`config.mk`:
```
export PLATFORM = sky130hd
export DESIGN_NAME = wb_stage_flat
export DESIGN_NICKNAME = d
export VERILOG_FILES = /design/src/rtl/wb_stage_if.sv /design/src/rtl/wb_stage.sv /design/src/flat_wrapper.sv
export SDC_FILE = /design/constraint.sdc
export NUM_CORES = 1
export LEC_CHECK = 0
export ABC_AREA = 1
export BUFFER_PORTS_ARGS = -buffer_cell sky130_fd_sc_hd__clkbuf_2
export CAP_MARGIN = 20
export CORE_MARGIN = 3
export CORE_UTILIZATION = 46
export DETAILED_ROUTE_END_ITERATION = 10
export PLACE_DENSITY = 0.82
export SYNTH_ARGS = -nofsm -noshare
export SYNTH_HDL_FRONTEND = slang
export SYNTH_SLANG_ARGS = --single-unit
```
`constraint.sdc`:
```
create_clock -name clk -period 1.4 [get_ports clk]
set_input_delay 0.14 -clock clk [delete_from_list [all_inputs] [get_ports clk]]
set_output_delay 0.14 -clock clk [all_outputs]
set_load 0.01 [all_outputs]
```
`src/rtl/wb_stage_if.sv`:
```
// wb_stage_if: WB-side pipeline inputs and register-file write/forwarding outputs of wb_stage.
// Latency: none (bundle of wires); wbk_* are combinational, wbk_*_h/ld_code_err/wr_cnt registered.
// Backpressure: none; stall is an input from the pipeline controller, the stage never stalls upstream.
interface wb_stage_if #(
  parameter int CNT_W = 32
);
  // pipeline-register side (driven by MA stage / pipeline controller)
  logic             cmd_ld_wb;
  logic [2:0]       ld_code_wb;
  logic [4:0]       rd_adr_wb;
  logic [31:0]      rd_data_wb;
  logic             wbk_rd_reg_wb;
  logic [31:0]      ld_data_wb;
  logic             stall;
  logic             rst_pipe_wb;
  logic             cnt_clr;

  // register-file write port and forwarding hold copy
  logic             wbk_en;
  logic [4:0]       wbk_adr;
  logic [31:0]      wbk_data;
  logic             wbk_en_h;
  logic [4:0]       wbk_adr_h;
  logic [31:0]      wbk_data_h;
  logic             ld_code_err;
  logic [CNT_W-1:0] wr_cnt;

  // upstream / environment view
  modport master (
    output cmd_ld_wb, ld_code_wb, rd_adr_wb, rd_data_wb, wbk_rd_reg_wb,
           ld_data_wb, stall, rst_pipe_wb, cnt_clr,
    input  wbk_en, wbk_adr, wbk_data, wbk_en_h, wbk_adr_h, wbk_data_h,
           ld_code_err, wr_cnt
  );

  // write-back stage view
  modport slave (
    input  cmd_ld_wb, ld_code_wb, rd_adr_wb, rd_data_wb, wbk_rd_reg_wb,
           ld_data_wb, stall, rst_pipe_wb, cnt_clr,
    output wbk_en, wbk_adr, wbk_data, wbk_en_h, wbk_adr_h, wbk_data_h,
           ld_code_err, wr_cnt
  );
endinterface

```
`src/rtl/wb_stage.sv`:
```
// wb_stage: load extract/sign-extend, regfile write port, one-deep forwarding hold copy; optional
// write-retire counter under macro WB_PERF_CNT_EN. Latency: write port is combinational (0 cycles),
// hold copy / ld_code_err / wr_cnt one cycle. Backpressure: none; stall freezes the hold copy only.
module wb_stage #(
  parameter int CNT_W = 32   // must match the CNT_W of the connected wb_stage_if
) (
  input  logic       clk,
  input  logic       rst_n,
  wb_stage_if.slave  wb
);

  // funct3 encodings of the supported loads
  localparam logic [2:0] LD_LB  = 3'b000;
  localparam logic [2:0] LD_LH  = 3'b001;
  localparam logic [2:0] LD_LW  = 3'b010;
  localparam logic [2:0] LD_LBU = 3'b100;
  localparam logic [2:0] LD_LHU = 3'b101;

  logic [1:0]  ld_ofs;
  logic [7:0]  ld_byte;
  logic [15:0] ld_half;
  logic [31:0] ld_ext;
  logic        ld_illegal;
  logic        ld_err_req;

  logic        wbk_en;
  logic [31:0] wbk_data;

  logic        wbk_en_h_q,   wbk_en_h_d;
  logic [4:0]  wbk_adr_h_q,  wbk_adr_h_d;
  logic [31:0] wbk_data_h_q, wbk_data_h_d;
  logic        ld_code_err_q, ld_code_err_d;

  // Select the addressed byte/half of the aligned load word and extend it per funct3.
  always_comb begin
    ld_ofs     = wb.rd_data_wb[1:0];
    ld_byte    = wb.ld_data_wb[7:0];
    ld_ext     = '0;
    ld_illegal = 1'b0;
    case (ld_ofs)
      2'd0:    ld_byte = wb.ld_data_wb[7:0];
      2'd1:    ld_byte = wb.ld_data_wb[15:8];
      2'd2:    ld_byte = wb.ld_data_wb[23:16];
      default: ld_byte = wb.ld_data_wb[31:24];
    endcase
    // halfwords are taken on the upper address bit only; ofs[0] is don't-care
    ld_half = ld_ofs[1] ? wb.ld_data_wb[31:16] : wb.ld_data_wb[15:0];
    case (wb.ld_code_wb)
      LD_LB:   ld_ext = {{24{ld_byte[7]}}, ld_byte};
      LD_LH:   ld_ext = {{16{ld_half[15]}}, ld_half};
      LD_LW:   ld_ext = wb.ld_data_wb;
      LD_LBU:  ld_ext = {24'd0, ld_byte};
      LD_LHU:  ld_ext = {16'd0, ld_half};
      default: begin
        ld_ext     = '0;
        ld_illegal = 1'b1;
      end
    endcase
  end

  // Register-file write port: x0 is never written, flushes and illegal loads suppress the write.
  always_comb begin
    ld_err_req = wb.cmd_ld_wb & wb.wbk_rd_reg_wb & ld_illegal;
    wbk_en     = wb.wbk_rd_reg_wb & (wb.rd_adr_wb != 5'd0) & ~wb.rst_pipe_wb & ~ld_err_req;
    wbk_data   = wb.cmd_ld_wb ? ld_ext : wb.rd_data_wb;
  end

  assign wb.wbk_en   = wbk_en;
  assign wb.wbk_adr  = wb.rd_adr_wb;
  assign wb.wbk_data = wbk_data;

  // Hold-copy next state: flush clears only the valid bit; a write always refreshes the copy,
  // even under stall, so ID/EX can forward the newest value while the pipeline is frozen.
  always_comb begin
    wbk_en_h_d    = wbk_en_h_q;
    wbk_adr_h_d   = wbk_adr_h_q;
    wbk_data_h_d  = wbk_data_h_q;
    ld_code_err_d = ld_err_req;
    if (wb.rst_pipe_wb) begin
      wbk_en_h_d = 1'b0;
    end else if (!wb.stall || wbk_en) begin
      wbk_en_h_d   = wbk_en;
      wbk_adr_h_d  = wb.rd_adr_wb;
      wbk_data_h_d = wbk_data;
    end
  end

  // Hold-copy and error-pulse registers.
  always_ff @(posedge clk or negedge rst_n) begin
    if (!rst_n) begin
      wbk_en_h_q    <= 1'b0;
      wbk_adr_h_q   <= 5'd0;
      wbk_data_h_q  <= 32'd0;
      ld_code_err_q <= 1'b0;
    end else begin
      wbk_en_h_q    <= wbk_en_h_d;
      wbk_adr_h_q   <= wbk_adr_h_d;
      wbk_data_h_q  <= wbk_data_h_d;
      ld_code_err_q <= ld_code_err_d;
    end
  end

  assign wb.wbk_en_h    = wbk_en_h_q;
  assign wb.wbk_adr_h   = wbk_adr_h_q;
  assign wb.wbk_data_h  = wbk_data_h_q;
  assign wb.ld_code_err = ld_code_err_q;

`ifdef WB_PERF_CNT_EN
  logic [CNT_W-1:0] wr_cnt_q, wr_cnt_d;

  // Counter next state: clear beats increment; natural wrap at 2^CNT_W.
  always_comb begin
    wr_cnt_d = wr_cnt_q;
    if (wb.cnt_clr) begin
      wr_cnt_d = '0;
    end else if (wbk_en) begin
      wr_cnt_d = wr_cnt_q + 1'b1;
    end
  end

  // Committed-write counter register.
  always_ff @(posedge clk or negedge rst_n) begin
    if (!rst_n) begin
      wr_cnt_q <= '0;
    end else begin
      wr_cnt_q <= wr_cnt_d;
    end
  end

  assign wb.wr_cnt = wr_cnt_q;
`else
  logic unused_cnt_clr;
  assign unused_cnt_clr = wb.cnt_clr;
  assign wb.wr_cnt      = '0;
`endif

endmodule

```
`src/flat_wrapper.sv`:
```
// flat-port wrapper written by rule: the top's interface ports become plain ports
module wb_stage_flat 
#(
  parameter int CNT_W = 32                                                       
)
  (clk, rst_n, wb_cmd_ld_wb, wb_ld_code_wb, wb_rd_adr_wb, wb_rd_data_wb, wb_wbk_rd_reg_wb, wb_ld_data_wb, wb_stall, wb_rst_pipe_wb, wb_cnt_clr, wb_wbk_en, wb_wbk_adr, wb_wbk_data, wb_wbk_en_h, wb_wbk_adr_h, wb_wbk_data_h, wb_ld_code_err, wb_wr_cnt);
  wb_stage_if #(.CNT_W(CNT_W)) wb_i ();
  input  logic clk;
  input  logic rst_n;
  input wire logic [$bits(wb_i.cmd_ld_wb)-1:0] wb_cmd_ld_wb;
  input wire logic [$bits(wb_i.ld_code_wb)-1:0] wb_ld_code_wb;
  input wire logic [$bits(wb_i.rd_adr_wb)-1:0] wb_rd_adr_wb;
  input wire logic [$bits(wb_i.rd_data_wb)-1:0] wb_rd_data_wb;
  input wire logic [$bits(wb_i.wbk_rd_reg_wb)-1:0] wb_wbk_rd_reg_wb;
  input wire logic [$bits(wb_i.ld_data_wb)-1:0] wb_ld_data_wb;
  input wire logic [$bits(wb_i.stall)-1:0] wb_stall;
  input wire logic [$bits(wb_i.rst_pipe_wb)-1:0] wb_rst_pipe_wb;
  input wire logic [$bits(wb_i.cnt_clr)-1:0] wb_cnt_clr;
  output wire logic [$bits(wb_i.wbk_en)-1:0] wb_wbk_en;
  output wire logic [$bits(wb_i.wbk_adr)-1:0] wb_wbk_adr;
  output wire logic [$bits(wb_i.wbk_data)-1:0] wb_wbk_data;
  output wire logic [$bits(wb_i.wbk_en_h)-1:0] wb_wbk_en_h;
  output wire logic [$bits(wb_i.wbk_adr_h)-1:0] wb_wbk_adr_h;
  output wire logic [$bits(wb_i.wbk_data_h)-1:0] wb_wbk_data_h;
  output wire logic [$bits(wb_i.ld_code_err)-1:0] wb_ld_code_err;
  output wire logic [$bits(wb_i.wr_cnt)-1:0] wb_wr_cnt;
  assign wb_i.cmd_ld_wb = wb_cmd_ld_wb;
  assign wb_i.ld_code_wb = wb_ld_code_wb;
  assign wb_i.rd_adr_wb = wb_rd_adr_wb;
  assign wb_i.rd_data_wb = wb_rd_data_wb;
  assign wb_i.wbk_rd_reg_wb = wb_wbk_rd_reg_wb;
  assign wb_i.ld_data_wb = wb_ld_data_wb;
  assign wb_i.stall = wb_stall;
  assign wb_i.rst_pipe_wb = wb_rst_pipe_wb;
  assign wb_i.cnt_clr = wb_cnt_clr;
  assign wb_wbk_en = wb_i.wbk_en;
  assign wb_wbk_adr = wb_i.wbk_adr;
  assign wb_wbk_data = wb_i.wbk_data;
  assign wb_wbk_en_h = wb_i.wbk_en_h;
  assign wb_wbk_adr_h = wb_i.wbk_adr_h;
  assign wb_wbk_data_h = wb_i.wbk_data_h;
  assign wb_ld_code_err = wb_i.ld_code_err;
  assign wb_wr_cnt = wb_i.wr_cnt;
  wb_stage #(.CNT_W(CNT_W)) u_core (.clk(clk), .rst_n(rst_n), .wb(wb_i));
endmodule
```
After elaboration in Yosys (flattened, before gate mapping)
Index checks and enable logic that the tools add are counted.
{ "word_totals": {"ff_bits": 39, "word_cells": 32, "out_inout_bits": 109, "input_bits": 79} }
{ "classes": {"mux": 7, "n_eq_ne": 6, "n_bitwise": 7, "reduce_logical": 8} }
{ "ops": {"columns": ["op", "n"], "rows": [
  ["case mux 32 bit (5 select lines)", 1],
  ["two-way mux 32 bit", 1],
  ["case mux 8 bit (3 select lines)", 1],
  ["two-way mux 16 bit", 1],
  ["== test 3 bit (second input constant)", 2],
  ["bitwise AND 1 bit", 5],
  ["nonzero test 5 bit", 1],
  ["OR reduction 5 bit", 1],
  ["== test 3 x 1 -> 1 bit (second input constant)", 1],
  ["== test 3 x 2 -> 1 bit (second input constant)", 1],
  ["logical NOT 3 bit", 1],
  ["two-way mux 1 bit", 3],
  ["== test 2 x 1 -> 1 bit (second input constant)", 1],
  ["== test 2 bit (second input constant)", 1],
  ["logical NOT 2 bit", 1],
  ["inverter 1 bit", 2],
  ["AND reduction 2 bit", 1],
  ["nonzero test 2 bit", 1],
  ["logical NOT 1 bit", 1],
  ["logical OR 1 bit", 1]
]} }

Depth between registers and ports, before layout
Gate-level depths: netlist of run 1.
{ "depth": {"word_depth": 9, "ltp_mapped": 13, "ltp_nobuf": 11} }

Least setup slack after synthesis of run 1
No wires, ideal clock.
{ "synth_path": {"path_type": "input -> register", "from": "input wb_rd_data_wb[1]", "to": "register u_core.wbk_data_h_q[19], in the netlist u_core.wb.wbk_data_h[19]", "slack_ps": 172, "t_required_ps": 1283, "n_path_buf": 2, "stages": 12, "arrival_ps": 1111, "path_cell_list": "buf_4 > inv_2 > nand2_2 > nand2_2 > nand2_2 > nand3_4 > buf_6 > nand2_1 > nand2_1 > nand2_1 > nand2_1 > nand2_1"} }
{ "synth_via": {"elab_chain_len": 4, "word_cells_on_any_way": 7} }
{ "synth_lines": {"columns": ["element", "line", "source"], "rows": [
  ["from (decl)", "flat_wrapper.sv:13", "input wire logic [$bits(wb_i.rd_data_wb)-1:0] wb_rd_data_wb;"],
  ["== test 2 bit (tied with other cells)", "wb_stage.sv:40", "case (ld_ofs)"],
  ["case mux 8 bit (3 select lines)", "wb_stage.sv:40", null],
  ["case mux 32 bit (5 select lines) (*)", "wb_stage.sv:48", "case (wb.ld_code_wb)"],
  ["two-way mux 32 bit (*)", "wb_stage.sv:65", "wbk_data = wb.cmd_ld_wb ? ld_ext : wb.rd_data_wb;"],
  ["net wb_wbk_data[19]", "flat_wrapper.sv:21", "output wire logic [$bits(wb_i.wbk_data)-1:0] wb_wbk_data;"],
  ["to (signal assigned)", "wb_stage.sv:98", "wbk_data_h_q <= wbk_data_h_d;"],
  ["to (decl)", "wb_stage.sv:31", "logic [31:0] wbk_data_h_q, wbk_data_h_d;"]
]} }
The timed path passes the listed nets; every way through them passes the cells marked *.
A chain may end at the register's enable or synchronous reset.

Worst setup path in the final report of run 1
{ "layout_path": {"from": "input wb_ld_code_wb[1]", "to": "output wb_wbk_data[30]"} }
{ "layout_via": {"elab_chain_len": 3, "word_cells_on_any_way": 7} }
{ "layout_lines": {"columns": ["element", "line", "source"], "rows": [
  ["from (decl)", "flat_wrapper.sv:11", "input wire logic [$bits(wb_i.ld_code_wb)-1:0] wb_ld_code_wb;"],
  ["== test 3 bit (tied with other cells)", "wb_stage.sv:48", null],
  ["case mux 32 bit (5 select lines) (*)", "wb_stage.sv:48", null],
  ["two-way mux 32 bit (*)", "wb_stage.sv:65", null],
  ["to (decl)", "flat_wrapper.sv:21", null]
]} }
Every way passes the cells marked *; elsewhere a longest branch is shown, timed or not.

==> reports/qor.yml, run 1 <==
synthesis:
  syn_inst: 589
  yosys_warnings: 0
  synth_area_um2: 3520
  ys_seq_area_share_pct: 27.7
  synth_cell_types: 25
  syn_area_per_cell_um2: 5.98
  ys_seq_elements: 39
cts:
  clockBufferDepth: 2
  insertion_delay_ns: 0.29
  cts.clk_slew.worst_paths_ns: 0.08
  ctsRootBufferMaster: "clkbuf_8"
  cts_tree: "built"
  clock-sinks: 39
  cts_max_level: 2
  numCtsBuffers: 5
die:
  core_area_um2: 7330
  die-area_um2: 8740
  io_pins: 188
  die_y_um: 93.5
  rows: 31
  die_width_um: 93.5
  start_util_pct: 48.0
cells_and_area:
  drive_gt1_share_pct: 36.0
  fin_util_pct: 67.5
  seqCellArea_um2: 976
  fill_cells: 625
  final_common_cell: "nand2_1"
  n_antenna_cell: 0
  stdcell_count: 865
  fin_nets: 844
  multi_input_area_um2: 2180
  final_cell_mix: "245 x nand2_1, 133 x clkbuf_2, 77 x nand3_1"
  syn2layout_area_growth_pct: 40.6
sta:
  fin_hold_ws_ns: 0.0770
  finalMaxSlewViolations: 0
  fin_ws_ns: -0.0214
  fin_crit_ns: 1.42
  setup-violations-final: 2
  finalHoldViolCount: 0
  fin_crit_sh_pct: 102
  fmax_mhz: 704
  fin_worst_skew_ns: 0
  rsz0062_at_grt: "true"
  setup_tns_ns: -0.0218
setup_path:
  cp.required_ns: 1.26
  crit_type: "in -> out"
  arrival_ns: 1.28
  startpoint_type: "input port"
  end_kind: "output pin"
  cp_max_fo: 8
drt:
  wl_per_cell_um: 14.4
  viasPerCell: 5.05
  drt_iter0_drc: 274
  antenna_left: 0
  vias: 4370
  drcViolationCount: 0
  drt_pass1_iterations: 5
  wl_um: 12400
placed_design:
  dp_slack_ns: -0.0855
  port_buffers: 154
  dp_hpwl_um: 9060
  routabilityCongestion: 0.937
  placed_cells: 833
power:
  vdd_drop_max_mv: 0.659
  cellPowerDensity_nw_per_um2: 798
  p_leak_nw: 3.09
job:
  drv_cap: 0
grt:
  gr-usage-all-layers_pct: 26.6
  grt_max_degree: 40
  grt_pass1_vias: 3871
  antenna_found_initial: 0
  grt-ovfl-total: 0
  grt_pass1_wl_um: 18700
hold_path:
  hold_class: "in -> reg"
run_status:
  violations: "setup timing"
  outcome: "finished, violations left"
critical path, cell delays in order:
cell	delay, ns
buf_8	0.11
buf_12	0.13
nor2_8	0.13
nand2_4	0.10
nor2_4	0.23
nor2_2	0.08
nand2_1	0.07
nand2_1	0.08
nand2_2	0.11
buf_6	0.11
metrics by stage:
stage	cell area, µm²	power (mW)
after floorplan	3640	2.23
final	4950	3.95
after CTS	4560	3.80
after global routing	4950	4.16
after global placement	4330	2.75
after detailed placement	4330	2.78
routing by layer:
layer | routed length, µm | global-route usage (%) | part of all wire, %
met4 | 248 | 5.86 | 2.0
met1 | 4870 | 34.0 | 39
met2 | 6220 | 46.8 | 50
met3 | 1080 | 4.42 | 8.7
met5 | 0 | 0 | 0
registers in the layout (all words and copies together), names as in the netlist:
signal	flops
u_core.wb.ld_code_err	1
u_core.wb.wbk_adr_h	5
u_core.wb.wbk_data_h	32
u_core.wb.wbk_en_h	1
where the power goes:
group / switching [mW] / total (mW) / internal (mW)
registers: 0.0947 / 1.38 / 1.28
clock network: 0.402 / 0.979 / 0.577
logic: 0.939 / 1.59 / 0.653
total: 1.44 / 3.95 / 2.52
area by class of cell:
type / instances / share of cell area, %
Tap cell: 99 / 2.50
Multi-Input combinational cell: 466 / 44.1
Clock inverter: 2 / 0.708
Timing Repair Buffer: 202 / 27.4
Clock buffer: 6 / 1.67
Inverter: 51 / 3.92
Sequential cell: 39 / 19.7
kinds of logic (layout without fill, tap and decap cells):
logic type,after synthesis,in the layout,synth area share (%)
other,1,32,0.107
flip-flops,39,39,27.7
AO/OA/AOI/OAI,3,3,0.426
AND/OR/NAND/NOR,426,431,52.4
buffers and inverters,120,261,19.4
timing repair:
action | 4_1_cts | 5_1_grt
resized for setup | 12 | 89
pin swaps | 2 | 31
cloned | 3 | 3
endpoints found under the setup margin | 28 | 33
hold buffers | 1 | 0
buffers inserted | 3 | 14
endpoints found under the hold margin | 39 | 0
synthesized netlist by cell type, drive strengths merged:
library cell  number  area, µm²
dfrtp             39        976
conb               1       3.75
or2                1       6.26
nand4              2       27.5
nand3             80        413
buf               61        460
nand2            288       1130
o21ai              3       15.0
clkbuf             8       30.0
nor3b              1       12.5
nor3               1       5.00
inv               51        191
nor2              53        249
path summary, 6_finish.rpt:
kind                                          startpoint                  endpoint  slack [ns]  cells past startpoint
min in group asynchronous                          rst_n    u_core.wb.wbk_adr_h[0]        0.43                      3
max in group asynchronous                          rst_n  u_core.wb.wbk_data_h[27]        0.62                      3
worst min register to register  u_core.wb.wbk_data_h[11]  u_core.wb.wbk_data_h[11]        0.51                      2
worst min-delay path                     wb_rd_adr_wb[0]    u_core.wb.wbk_adr_h[0]        0.08                      3
worst max register to register   u_core.wb.wbk_data_h[5]   u_core.wb.wbk_data_h[5]        0.71                      2
worst max-delay path                    wb_ld_code_wb[1]           wb_wbk_data[30]       -0.02                     10
No activity file was read; power rests on OpenSTA's default activity.
==> run 2, diff against run 1 <==
--- a/config.mk
+++ b/config.mk
@@ -11,7 +11,7 @@
 export CORE_MARGIN = 3
 export CORE_UTILIZATION = 46
 export DETAILED_ROUTE_END_ITERATION = 10
-export PLACE_DENSITY = 0.82
+export PLACE_DENSITY = 0.81
 export SYNTH_ARGS = -nofsm -noshare
 export SYNTH_HDL_FRONTEND = slang
 export SYNTH_SLANG_ARGS = --single-unit
==> reports/qor.yml, run 2 (synthesis results as in run 1) <==
power:
  cellPowerDensity_nw_per_um2: 766  # was 798 nW/µm²
  p_leak_nw: 3.02  # was 3.09 nW
  vdd_drop_max_mv: 0.614  # was 0.659 mV
setup_path:
  cp_max_fo: 6  # was 8
  cp_common_cell: "nand2_2"  # was nand2_1
  critPathBufInv: 4  # was 3
  crit_type: "in -> out"  # unchanged
  crit_family: "simple AND/OR/NAND/NOR gates"  # unchanged
  slowest_delay_ns: 0.17  # was 0.23 ns
  startpoint_type: "input port"  # unchanged
  slowest_stage: "buf_4"  # was nor2_4
  crit_path_cell_trace: "buf_8 > nor2_4 > inv_2 > nor2_4 > buf_4 > nand3_4 > nand2_2 > nand2_2 > nand2_2 > buf_6"  # was buf_8 > buf_12 > nor2_8 > nand2_4 > nor2_4 > nor2_2 > nand2_1 > nand2_1 > nand2_2 > buf_6
  end_kind: "output pin"  # unchanged
  cp.required_ns: 1.26  # about the same
  arrival_ns: 1.24  # was 1.28 ns
grt:
  antenna_found_initial: 0  # unchanged
  gr-usage-all-layers_pct: 25.7  # was 26.6%
  grt_pass1_vias: 3761  # was 3871
  grt_max_degree: 40  # unchanged
  grt-ovfl-total: 0  # unchanged
  grt_pass1_wl_um: 17900  # was 18700 µm
die:
  die-area_um2: 8740  # unchanged
  io_pins: 188  # unchanged
  rows: 31  # unchanged
  start_util_pct: 48.0  # unchanged
  die_y_um: 93.5  # unchanged
  core_area_um2: 7330  # unchanged
  die_width_um: 93.5  # unchanged
sta:
  fin_crit_sh_pct: 98.9  # was 102%
  setup-violations-final: 0  # was 2
  fin_hold_ws_ns: 0.0737  # was 0.0770 ns
  setup_tns_ns: 0  # was -0.0218 ns
  fin_crit_ns: 1.38  # was 1.42 ns
  rsz0062_at_grt: "true"  # unchanged
  fin_worst_skew_ns: 0  # unchanged
  finalMaxSlewViolations: 0  # unchanged
  finalHoldViolCount: 0  # unchanged
  fmax_mhz: 722  # was 704 MHz
  fin_ws_ns: 0.0151  # was -0.0214 ns
cells_and_area:
  fin_util_pct: 65.5  # was 67.5%
  final_common_cell: "nand2_1"  # unchanged
  syn2layout_area_growth_pct: 36.4  # was 40.6%
  largest_register_ffs: 32  # unchanged
  fill_cells: 692  # was 625
  seqCellArea_um2: 976  # unchanged
  fin_nets: 836  # was 844
  multi_input_area_um2: 2190  # was 2180 µm²
  n_antenna_cell: 0  # unchanged
  drive_gt1_share_pct: 36.3  # was 36.0%
  final_cell_mix: "239 x nand2_1, 137 x clkbuf_2, 76 x nand3_1"  # was 245 x nand2_1, 133 x clkbuf_2, 77 x nand3_1
cts:
  numCtsBuffers: 5  # unchanged
  cts.clk_slew.worst_paths_ns: 0.08  # about the same
  cts_max_level: 2  # unchanged
  clock-sinks: 39  # unchanged
  cts_tree: "built"  # unchanged
  ctsRootBufferMaster: "clkbuf_8"  # unchanged
  clockBufferDepth: 2  # unchanged
  insertion_delay_ns: 0.29  # about the same
run_status:
  outcome: "finished, final reports clean"  # was finished, violations left
drt:
  wl_per_cell_um: 13.9  # was 14.4 µm
  drt_iter0_drc: 197  # was 274
  wl_um: 11900  # was 12400 µm
  antenna_left: 0  # unchanged
  drt_pass1_iterations: 5  # unchanged
  vias: 4228  # was 4370
  drcViolationCount: 0  # unchanged
  viasPerCell: 4.94  # was 5.05
placed_design:
  dp_hpwl_um: 8760  # was 9060 µm
  port_buffers: 154  # unchanged
  dp_slack_ns: -0.0589  # was -0.0855 ns
  routabilityCongestion: 0.949  # was 0.937
job:
  drv_cap: 0  # unchanged
hold_path:
  hold_class: "in -> reg"  # unchanged
## run 2: cell types whose count changed in the layout (fill, tap and decap cells not counted), moves of 3 or more
| cell | previous run | this run |
|---|---|---|
| nand2_2 | 39 | 44 |
| buf_4 | 35 | 32 |
| nand2_1 | 245 | 239 |
| buf_12 | 8 | 4 |
| buf_6 | 16 | 10 |
| clkbuf_2 | 133 | 137 |
## run 2: path summary, 6_finish.rpt
check / startpoint / cells after the start / end / slack, ns
setup reg to reg: u_core.wb.wbk_adr_h[4] / 2 / u_core.wb.wbk_adr_h[4] / 0.72
min in group asynchronous: rst_n / 3 / u_core.wb.wbk_adr_h[0] / 0.43
hold reg to reg: u_core.wb.wbk_data_h[1] / 2 / u_core.wb.wbk_data_h[1] / 0.51
setup / recovery: wb_ld_code_wb[0] / 10 / wb_wbk_data[11] / 0.02
hold / removal: wb_rd_adr_wb[3] / 3 / u_core.wb.wbk_adr_h[3] / 0.07
max in group asynchronous: rst_n / 3 / u_core.wb.wbk_data_h[5] / 0.61
## run 2: what timing repair did
action | in CTS | in global routing
buffers inserted | 1 | 11
pin swaps | 9 | 29
cloned | 3 | 2
hold buffers | 1 | 0
endpoints found under the hold margin | 39 | 0
gates resized for setup | 13 | 78
setup endpoints to repair | 27 | 32
## run 2: final cells by class
| class | count | area share, % |
|---|---|---|
| clock buffer | 6 | 1.72 |
| tap | 99 | 2.58 |
| multi-input combinational | 465 | 45.6 |
| clock inverter | 1 | 0.104 |
| sequential | 39 | 20.3 |
| inverter | 51 | 4.09 |
| timing repair buffer | 195 | 25.6 |
## run 2: through the flow
step	total power [mW]	instance area, µm²	std cells
2_1_floorplan	2.23	3640	620
3_3_place_gp	2.74	4300	832
3_5_place_dp	2.76	4300	832
4_1_cts	3.56	4490	843
5_1_grt	3.92	4800	856
6_report	3.68	4800	856
## run 2: metal layers
metal | global-route usage, % | routed length (µm) | up-vias
met5 | 0 | 0 | -
met4 | 7.94 | 222 | 0
met3 | 4.75 | 897 | 22
met2 | 42.5 | 5780 | 196
met1 | 33.8 | 4990 | 1948
li1 | - | - | 2062
## run 2: power breakdown
| part | switching [mW] | internal, mW | total (mW) | leakage (nW) |
|---|---|---|---|---|
| registers | 0.0950 | 1.29 | 1.38 | 0.496 |
| logic | 0.920 | 0.608 | 1.53 | 2.48 |
| clock network | 0.385 | 0.387 | 0.771 | 0.0470 |
## run 2: worst register-to-register path: stages (launching register included)
cell and delay (ns):
dfrtp_1 0.40, nand3_1 0.10, nand2_1 0.07
